`config.mk`:
```
export PLATFORM = sky130hd
export DESIGN_NAME = hazard_recovery_unit
export DESIGN_NICKNAME = d
export VERILOG_FILES = /design/src/rtl/pipeline_structs_defs.sv /design/src/rtl/load_use_detector.sv /design/src/rtl/hazard_recovery_unit.sv
export SDC_FILE = /design/constraint.sdc
export NUM_CORES = 1
export LEC_CHECK = 0
export BUFFER_PORTS_ARGS = -buffer_cell sky130_fd_sc_hd__buf_2
export CORE_MARGIN = 2
export CORE_UTILIZATION = 49
export DETAILED_ROUTE_END_ITERATION = 6
export PLACE_DENSITY = 0.91
export SLEW_MARGIN = 5
export SYNTH_ARGS = -nofsm -noshare
export SYNTH_HDL_FRONTEND = slang
export SYNTH_SLANG_ARGS = --single-unit
```
`constraint.sdc`:
```
create_clock -name CLK -period 3.3 [get_ports CLK]
set_input_delay 0.495 -clock CLK [delete_from_list [all_inputs] [get_ports CLK]]
set_output_delay 0.495 -clock CLK [all_outputs]
set_load 0.1 [all_outputs]
```
`src/rtl/pipeline_structs_defs.sv`:
```
// Shared pipeline types for the OTTER 5-stage core: branch-prediction status
// handed from DE, plus the hazard-recovery state and control bundles.
package pipeline_structs_defs;

    localparam int unsigned PC_SEL_W    = 3;
    localparam int unsigned FLUSH_CNT_W = 3;

    // Next-PC mux select for sequential fetch (PC + 4).
    localparam logic [PC_SEL_W-1:0] PC_SEL_SEQ = 3'd0;

    // Prediction outcome resolved in DE.
    typedef struct packed {
        logic [PC_SEL_W-1:0] pc_sel;
        logic                failed_prediction;
    } BRANCH_PREDICTION_STATUS_t;

    // Hazard controller states.
    typedef enum logic [1:0] {
        RUN      = 2'd0,
        FLUSH    = 2'd1,
        MEM_WAIT = 2'd2
    } HAZARD_STATE_t;

    // Stall / flush / PC-enable bundle driven to the pipeline registers.
    typedef struct packed {
        logic pc_write;
        logic stall_if_de;
        logic stall_de_ex;
        logic stall_ex_mem;
        logic stall_mem_wb;
        logic flush_if_de;
        logic flush_de_ex;
    } HAZARD_CTRL_t;

    // Free-flowing pipeline.
    function automatic HAZARD_CTRL_t ctrl_normal();
        HAZARD_CTRL_t c;
        c          = '0;
        c.pc_write = 1'b1;
        return c;
    endfunction

    // Whole pipeline frozen while data memory is busy.
    function automatic HAZARD_CTRL_t ctrl_mem_hold();
        HAZARD_CTRL_t c;
        c              = '0;
        c.stall_if_de  = 1'b1;
        c.stall_de_ex  = 1'b1;
        c.stall_ex_mem = 1'b1;
        c.stall_mem_wb = 1'b1;
        return c;
    endfunction

    // Hold IF/DE and PC, push a bubble into EX behind the load.
    function automatic HAZARD_CTRL_t ctrl_load_use();
        HAZARD_CTRL_t c;
        c             = '0;
        c.stall_if_de = 1'b1;
        c.flush_de_ex = 1'b1;
        return c;
    endfunction

    // Redirect or wrong-path squash: PC advances, IF/DE gets a bubble.
    function automatic HAZARD_CTRL_t ctrl_flush();
        HAZARD_CTRL_t c;
        c             = '0;
        c.pc_write    = 1'b1;
        c.flush_if_de = 1'b1;
        return c;
    endfunction

    // Values presented while reset is held: everything squashed, PC frozen.
    function automatic HAZARD_CTRL_t ctrl_reset();
        HAZARD_CTRL_t c;
        c             = '0;
        c.flush_if_de = 1'b1;
        c.flush_de_ex = 1'b1;
        return c;
    endfunction

endpackage

```
`src/rtl/load_use_detector.sv`:
```
// Detects a DE instruction reading the destination of a load currently in EX.
// x0 is never a real dependency, so ex_rd == 0 never hits.
module load_use_detector #(
    parameter int unsigned REG_ADDR_W = 5
) (
    input  logic                  ex_mem_read,
    input  logic [REG_ADDR_W-1:0] ex_rd,
    input  logic                  de_valid,
    input  logic [REG_ADDR_W-1:0] de_rs1,
    input  logic [REG_ADDR_W-1:0] de_rs2,
    input  logic                  de_rs1_used,
    input  logic                  de_rs2_used,
    output logic                  hit_c
);

    logic rd_live_c;
    logic rs1_match_c;
    logic rs2_match_c;

    // Compare each used source against the load destination.
    always_comb begin
        rd_live_c   = ex_mem_read && (ex_rd != '0) && de_valid;
        rs1_match_c = de_rs1_used && (de_rs1 == ex_rd);
        rs2_match_c = de_rs2_used && (de_rs2 == ex_rd);
        hit_c       = rd_live_c && (rs1_match_c || rs2_match_c);
    end

endmodule

```
`src/rtl/hazard_recovery_unit.sv`:
```
// Hazard recovery for the OTTER pipeline: mispredict redirect + flush,
// load-use stall and data-memory wait hold. A mispredict seen while memory
// is busy is parked and replayed on the first non-busy cycle.
// Optional build macro HAZARD_STATS_EN adds mispredict/stall counters.
module hazard_recovery_unit
    import pipeline_structs_defs::*;
#(
    parameter int unsigned FLUSH_CYCLES = 1,
    parameter int unsigned REG_ADDR_W   = 5
) (
    input  logic                      CLK,
    input  logic                      RST,
    input  BRANCH_PREDICTION_STATUS_t pred_info,
    input  logic                      de_valid,
    input  logic [REG_ADDR_W-1:0]     de_rs1,
    input  logic [REG_ADDR_W-1:0]     de_rs2,
    input  logic                      de_rs1_used,
    input  logic                      de_rs2_used,
    input  logic                      ex_mem_read,
    input  logic [REG_ADDR_W-1:0]     ex_rd,
    input  logic                      mem_busy,
`ifdef HAZARD_STATS_EN
    output logic [31:0]               mispredict_cnt,
    output logic [31:0]               stall_cnt,
`endif
    output logic [2:0]                pc_sel_out,
    output logic                      pc_write,
    output logic                      stall_if_de,
    output logic                      stall_de_ex,
    output logic                      stall_ex_mem,
    output logic                      stall_mem_wb,
    output logic                      flush_if_de,
    output logic                      flush_de_ex
);

    localparam logic [FLUSH_CNT_W-1:0] FLUSH_RELOAD =
        FLUSH_CNT_W'(FLUSH_CYCLES - 1);
    localparam bit MULTI_FLUSH = (FLUSH_CYCLES > 1);

    HAZARD_STATE_t           state_q, state_d;
    HAZARD_STATE_t           saved_q, saved_d;
    logic [FLUSH_CNT_W-1:0]  flush_cnt_q, flush_cnt_d;
    logic                    pend_valid_q, pend_valid_d;
    logic [PC_SEL_W-1:0]     pend_sel_q, pend_sel_d;

    HAZARD_STATE_t           eff_state_c;
    HAZARD_CTRL_t            ctrl_c;
    logic [PC_SEL_W-1:0]     pc_sel_c;
    logic                    load_use_c;
    logic                    mispredict_c;
    logic                    redirect_c;

    load_use_detector #(
        .REG_ADDR_W (REG_ADDR_W)
    ) u_load_use (
        .ex_mem_read (ex_mem_read),
        .ex_rd       (ex_rd),
        .de_valid    (de_valid),
        .de_rs1      (de_rs1),
        .de_rs2      (de_rs2),
        .de_rs1_used (de_rs1_used),
        .de_rs2_used (de_rs2_used),
        .hit_c       (load_use_c)
    );

    // Next-state and control: mem_busy > pending replay > load-use > flush/mispredict > normal.
    always_comb begin
        state_d      = state_q;
        saved_d      = saved_q;
        flush_cnt_d  = flush_cnt_q;
        pend_valid_d = pend_valid_q;
        pend_sel_d   = pend_sel_q;
        ctrl_c       = ctrl_normal();
        pc_sel_c     = PC_SEL_SEQ;
        redirect_c   = 1'b0;

        // MEM_WAIT behaves as whichever state it interrupted.
        eff_state_c  = (state_q == MEM_WAIT) ? saved_q : state_q;
        // Stale operands under load-use mean the branch outcome is untrusted.
        mispredict_c = (eff_state_c == RUN) && de_valid &&
                       pred_info.failed_prediction && !load_use_c;

        if (mem_busy) begin
            ctrl_c  = ctrl_mem_hold();
            state_d = MEM_WAIT;
            saved_d = eff_state_c;
            if (mispredict_c) begin
                pend_valid_d = 1'b1;
                pend_sel_d   = pred_info.pc_sel;
            end
        end else if (pend_valid_q) begin
            ctrl_c       = ctrl_flush();
            pc_sel_c     = pend_sel_q;
            redirect_c   = 1'b1;
            pend_valid_d = 1'b0;
            if (MULTI_FLUSH) begin
                state_d     = FLUSH;
                flush_cnt_d = FLUSH_RELOAD;
            end else begin
                state_d = RUN;
            end
        end else if (load_use_c) begin
            ctrl_c  = ctrl_load_use();
            state_d = eff_state_c;
        end else if (eff_state_c == FLUSH) begin
            ctrl_c      = ctrl_flush();
            flush_cnt_d = flush_cnt_q - FLUSH_CNT_W'(1);
            state_d     = (flush_cnt_q <= FLUSH_CNT_W'(1)) ? RUN : FLUSH;
        end else if (mispredict_c) begin
            ctrl_c     = ctrl_flush();
            pc_sel_c   = pred_info.pc_sel;
            redirect_c = 1'b1;
            if (MULTI_FLUSH) begin
                state_d     = FLUSH;
                flush_cnt_d = FLUSH_RELOAD;
            end else begin
                state_d = RUN;
            end
        end else begin
            state_d = RUN;
        end

        // Reset overrides the outputs immediately, not just at the next edge.
        if (RST) begin
            ctrl_c     = ctrl_reset();
            pc_sel_c   = PC_SEL_SEQ;
            redirect_c = 1'b0;
        end
    end

    // State, flush counter and parked redirect.
    always_ff @(posedge CLK or posedge RST) begin
        if (RST) begin
            state_q      <= RUN;
            saved_q      <= RUN;
            flush_cnt_q  <= '0;
            pend_valid_q <= 1'b0;
            pend_sel_q   <= PC_SEL_SEQ;
        end else begin
            state_q      <= state_d;
            saved_q      <= saved_d;
            flush_cnt_q  <= flush_cnt_d;
            pend_valid_q <= pend_valid_d;
            pend_sel_q   <= pend_sel_d;
        end
    end

    // Drive pipeline-register controls from the bundle.
    always_comb begin
        pc_sel_out   = pc_sel_c;
        pc_write     = ctrl_c.pc_write;
        stall_if_de  = ctrl_c.stall_if_de;
        stall_de_ex  = ctrl_c.stall_de_ex;
        stall_ex_mem = ctrl_c.stall_ex_mem;
        stall_mem_wb = ctrl_c.stall_mem_wb;
        flush_if_de  = ctrl_c.flush_if_de;
        flush_de_ex  = ctrl_c.flush_de_ex;
    end

`ifdef HAZARD_STATS_EN
    logic [31:0] mispredict_cnt_q, mispredict_cnt_d;
    logic [31:0] stall_cnt_q, stall_cnt_d;

    // Accepted redirects and PC-frozen cycles; both wrap naturally.
    always_comb begin
        mispredict_cnt_d = mispredict_cnt_q + {31'd0, redirect_c};
        stall_cnt_d      = stall_cnt_q + {31'd0, !ctrl_c.pc_write};
    end

    // Counter registers.
    always_ff @(posedge CLK or posedge RST) begin
        if (RST) begin
            mispredict_cnt_q <= '0;
            stall_cnt_q      <= '0;
        end else begin
            mispredict_cnt_q <= mispredict_cnt_d;
            stall_cnt_q      <= stall_cnt_d;
        end
    end

    assign mispredict_cnt = mispredict_cnt_q;
    assign stall_cnt      = stall_cnt_q;
`endif

endmodule

```
* Word-level counts from Yosys, hierarchy flattened
Cells that the tools add are included.
** Storage, ports and cells
- Logic and storage cells :: 49
- Bits in registers :: 11
- Input bits :: 26
** Cells by class
- Equal/unequal tests :: 5
- Add/sub/neg operators :: 1
- Multiplexer cells :: 20
- Reductions and logical operators :: 14
- Order comparisons :: 1
- Bitwise logic cells :: 3
** Operators with widths (count)
- $mux W7 :: 4
- $mux W3 :: 6
- $mux W2 :: 6
- $eq A5 B5 Y1 :: 2
- $logic_and A1 B1 Y1 :: 8
- $reduce_bool A5 Y1 :: 1
- $mux W1 :: 4
- $reduce_and A4 Y1 :: 1
- $le A3 B1 Y1 const B :: 1
- $not A1 Y1 :: 3
- $sub A3 B1 Y3 const B :: 1
- $eq A2 B1 Y1 const B :: 1
- $eq A2 B2 Y1 const B :: 1
- $logic_not A2 Y1 :: 1
- $ne A2 B1 Y1 const B :: 1
- $reduce_and A2 Y1 :: 1
- $logic_not A1 Y1 :: 1
- $logic_or A1 B1 Y1 :: 1

* Depth between registers and ports, before layout
- Depth in word-level cells :: 12
- Depth in mapped cells :: 5

* By module
Synthesis repeated with hierarchy kept, for this count alone.
** Unflattened totals
- Cells, all modules :: 84
- Area total of the unflattened synthesis :: 808.3 µm²
** Modules (own cells, without submodules)
- hazard_recovery_unit :: cells an instance 67, times used 1, area each 673.1 µm², seq. area each 275.3 µm²
- load_use_detector :: cells an instance 17, times used 1, area each 135.1 µm², seq. area each 0.0 µm²

* Worst setup path before layout
Ideal clock, no wire load.
- Kind :: input to output
- Start :: in ex_rd[1]
- End :: out flush_de_ex
- Path buffers :: 0
- Setup slack :: -682 ps
- Stages on the path :: 5
- Arrival :: 3487 ps
- Cell sequence :: xnor2_1 nand4_1 o22ai_2 nand2_2 o31ai_1
** Between the ends
- Longest elaborated chain between the ends :: 8
- Elaborated cells on any way between the ends :: 13
** Ends and longest elaborated chain
- start: declaration :: RTL line hazard_recovery_unit.sv:20 : input logic [REG_ADDR_W-1:0] ex_rd,
- $eq A5 B5 Y1, or another cell as far along :: RTL line load_use_detector.sv:23 : rs1_match_c = de_rs1_used && (de_rs1 == ex_rd);
- $logic_and A1 B1 Y1 (on tied branches) :: RTL line load_use_detector.sv:23, load_use_detector.sv:22, load_use_detector.sv:24
- $logic_or A1 B1 Y1 or $logic_and A1 B1 Y1 (tied branches) :: RTL line load_use_detector.sv:25, load_use_detector.sv:22
- $logic_and A1 B1 Y1 * :: RTL line load_use_detector.sv:25 : hit_c = rd_live_c && (rs1_match_c || rs2_match_c);
- $mux W7 * :: RTL line hazard_recovery_unit.sv:102 : end else if (load_use_c) begin
- $mux W7 * :: RTL line hazard_recovery_unit.sv:91 : end else if (pend_valid_q) begin
- $mux W7 * :: RTL line hazard_recovery_unit.sv:83 : if (mem_busy) begin
- $mux W7 * :: RTL line hazard_recovery_unit.sv:124 : if (RST) begin
- end: declaration :: RTL line hazard_recovery_unit.sv:33 : output logic flush_de_ex
Mark *: on every way between the ends. The rest lies on a longest branch, timed or not.

* Worst setup path in the final report
- Start :: in ex_rd[3]
- End :: out flush_de_ex
Same word-level chain as after synthesis.

==> metrics.txt <==
# IOs=36; minimum clock period after layout=2.668 ns; global-route wire length before repair=3049 microns; remaining antenna violation count after routing=0; Cells after DPL=129; net switching share of the total power=43.52%; Critical Path Sink=flush_de_ex; power density over the cells=527.9 mW/mm^2; Final Skew=0.007384 ns; number of I/O port buffers=35; Overall Global Routing Usage=21.78%; status=completed; proportion of layout cells with a drive suffix above 1=41.88%; final setup violation count=0; share of the clock period used by the worst path=80.83%; Clock Latency Late Sink=0.29 ns; leading cell type in the layout, fill and taps excluded=sky130_fd_sc_hd__buf_2; critical path endpoint category=primary output; DIE AREA=0.001974 sq mm; detailed route wirelength on metal2=913 microns; relative contribution of the clock network to total power=18.9%; number of global-route vias before repair=738; overall power of the completed layout=0.5323 mW; overall die width=44.43 microns; number of standard cells after synthesis=82; summed area of non-filler cells in the final layout=0.001008 sq mm; count of flip-flops with a built-in enable after synthesis=0; post-synthesis sequential area ratio=34.38%; Leakage Power=0.4935 nW; Wirelength per Cell=14.56 microns; die extent in y=44.43 microns; Antenna diodes=0; yosys warns=0; PnR worst setup slack=0.6325 ns; Sinks on Clock Net=11; fraction of synthesis flops using an asynchronous set or reset pin=100.0%; # H-tree levels=1; global route overflow=0; clock slew at the register clock pins of the worst setup and hold paths=0.08 ns; Hold-fix buffers, CTS=0; highest achievable clock rate=0.3749 GHz; synthesized area per cell=9.765 sq um; vias per cell=5.744; power dissipated by switching net loads=0.2316 mW; number of search-and-repair iterations in the first detailed-routing pass=4; count of final hold-check violations=0; Core Util, Final=66.17%; routability congestion estimate=0.8780; count of cell types in the netlist=31; floorplan row count=14; buffers from clock root to sink, at most=2; number of register bits inferred by synthesis=11; detailed-placement wirelength estimate=1522 microns; setup slack of the worst register-to-register path=1.76 ns; final wirelength=1937 microns; R2R cell count=5; net count of the finished layout=146; Comb power frac=42.0%; Primary FF master, synth=sky130_fd_sc_hd__dfrtp_1; clock tree from TritonCTS=built; Slew @ Worst Pin=0.5206 ns; Highest Signal Layer=met4; origin of the worst setup path=ex_rd[3]; initial core utilization=52.55%; cell area after placement=980.9 sq um; max-cap check violation count=0; largest vdd supply drop=0.3690 mV; class of the tightest hold or removal check=input port to async pin; worst endpoint required time=2.80 ns; total routed wire length on the met1 layer=784 microns; root buffer cell=sky130_fd_sc_hd__clkbuf_4; unrepaired setup endpoints after global routing=no; Internal Power=0.3007 mW; Netlist Area Pre-Place=800.8 sq um; pin count of the biggest net entering global routing=16; Final Instance Count excl. Fillers=133; # Post-CTS Setup Buffers=0; Inserted Clock Buffers=3; number of vias after detailed routing=764; hold_ws=0.2634 ns; DRC violations left=0; r2r endpoint=pend_sel_q[1]$_DFFE_PP0P_; met3 routed WL=212 microns; relative contribution of sequential cells to total power=39.2%; synthesis-to-layout area growth=25.94%; category of the critical setup timing path=input port to primary output; largest driver fanout on the critical path=8; initial antenna violation count=0; cells resized by post-CTS repair=0; final sum of negative setup slack=0 ns; worst rel slew slack=65.25%; arrival time of data at the critical path endpoint=2.17 ns; Reg2Reg Launch Point=saved_q[0]$_DFFE_PP0P_; highest-count cells in the layout ignoring fill and taps=sky130_fd_sc_hd__buf_2, sky130_fd_sc_hd__xnor2_1, sky130_fd_sc_hd__dfrtp_1; CP Launch Type=input port; number of nets in the synthesized netlist=110; total core area=0.001524 sq mm; number of max-slew violations in the final report=0; detailed router's first-iteration violation count=27; Place WS=0.6699 ns
-- worst min path at each step --
stage	endpoint	cells after the start	slack [ns]	from
finish	pend_sel_q[0]$_DFFE_PP0P_	2	0.26	RST
CTS	pend_sel_q[0]$_DFFE_PP0P_	2	0.28	RST
global route	flush_cnt_q[2]$_DFFE_PP0P_	2	0.30	RST
global placement	pend_sel_q[2]$_DFFE_PP0P_	1	0.46	pend_sel_q[2]$_DFFE_PP0P_
detailed placement	flush_cnt_q[2]$_DFFE_PP0P_	1	0.46	flush_cnt_q[2]$_DFFE_PP0P_
floorplan	flush_cnt_q[0]$_DFFE_PP0P_	1	0.38	RST
-- critical path, stage by stage --
cell	delay [ns]
sky130_fd_sc_hd__buf_2	0.13
sky130_fd_sc_hd__xnor2_1	0.18
sky130_fd_sc_hd__nand4_1	0.13
sky130_fd_sc_hd__o22ai_2	0.36
sky130_fd_sc_hd__nand2_2	0.20
sky130_fd_sc_hd__o31ai_2	0.22
sky130_fd_sc_hd__buf_2	0.46
-- power groups by stage --
stage	combinational (mW)	sequential (mW)	clock, mW
after floorplan	0.177	0.197	0
after CTS	0.224	0.208	0.101
final	0.223	0.209	0.100
after detailed placement	0.223	0.209	0
after global routing	0.242	0.213	0.107
after global placement	0.210	0.204	0
-- sequential cells by signal (all words and copies together), names as in the netlist --
name,cells
flush_cnt_q,3
pend_sel_q,3
pend_valid_q,1
saved_q,2
state_q,2
-- cell type report --
cell class	count	area, sq um
multi-input cells	62	491.7
flip-flops and latches	11	275.3
clock inverters	1	5.005
fillers	130	515.5
clock buffers	3	22.52
repair buffers	35	175.2
well taps	16	20.02
inverters	5	18.77
-- synth_stat cells, types with 2 or more instances --
cell type | count | area, sq um
sky130_fd_sc_hd__dfrtp_1 | 11 | 275.3
sky130_fd_sc_hd__o21ai_0 | 4 | 20.02
sky130_fd_sc_hd__clkbuf_1 | 2 | 7.510
sky130_fd_sc_hd__mux2_1 | 3 | 33.78
sky130_fd_sc_hd__nand4_1 | 2 | 12.51
sky130_fd_sc_hd__o31ai_1 | 3 | 22.52
sky130_fd_sc_hd__nor2_1 | 6 | 22.52
sky130_fd_sc_hd__inv_1 | 5 | 18.77
sky130_fd_sc_hd__xnor2_1 | 11 | 96.34
sky130_fd_sc_hd__and3_1 | 2 | 12.51
sky130_fd_sc_hd__nand2_1 | 6 | 22.52
sky130_fd_sc_hd__a31o_2 | 2 | 17.52
sky130_fd_sc_hd__a21oi_1 | 4 | 20.02
sky130_fd_sc_hd__buf_4 | 2 | 15.01
sky130_fd_sc_hd__ha_1 | 2 | 25.02
sky130_fd_sc_hd__a32o_1 | 2 | 20.02
-- per-layer routing --
| metal | GRT usage, % | vias up |
|---|---|---|
| met2 | 36.18 | 40 |
| met1 | 24.09 | 354 |
| li1 | - | 365 |
| met4 | 10.91 | 0 |
| met3 | 8.571 | 5 |
| met5 | 0 | - |
-- logic make-up (layout without fill, tap and decap cells) --
| group | after synthesis | count (layout) | synth area share (%) |
|---|---|---|---|
| compound gates | 23 | 23 | 25.63 |
| simple gates | 21 | 21 | 13.13 |
| xor+xnor | 12 | 12 | 13.12 |
| flops | 11 | 11 | 34.37 |
| buf+inv | 9 | 44 | 5.156 |
| mux | 4 | 4 | 5.469 |
| fa+ha+maj | 2 | 2 | 3.125 |
Power figures use the tool's default switching activity.
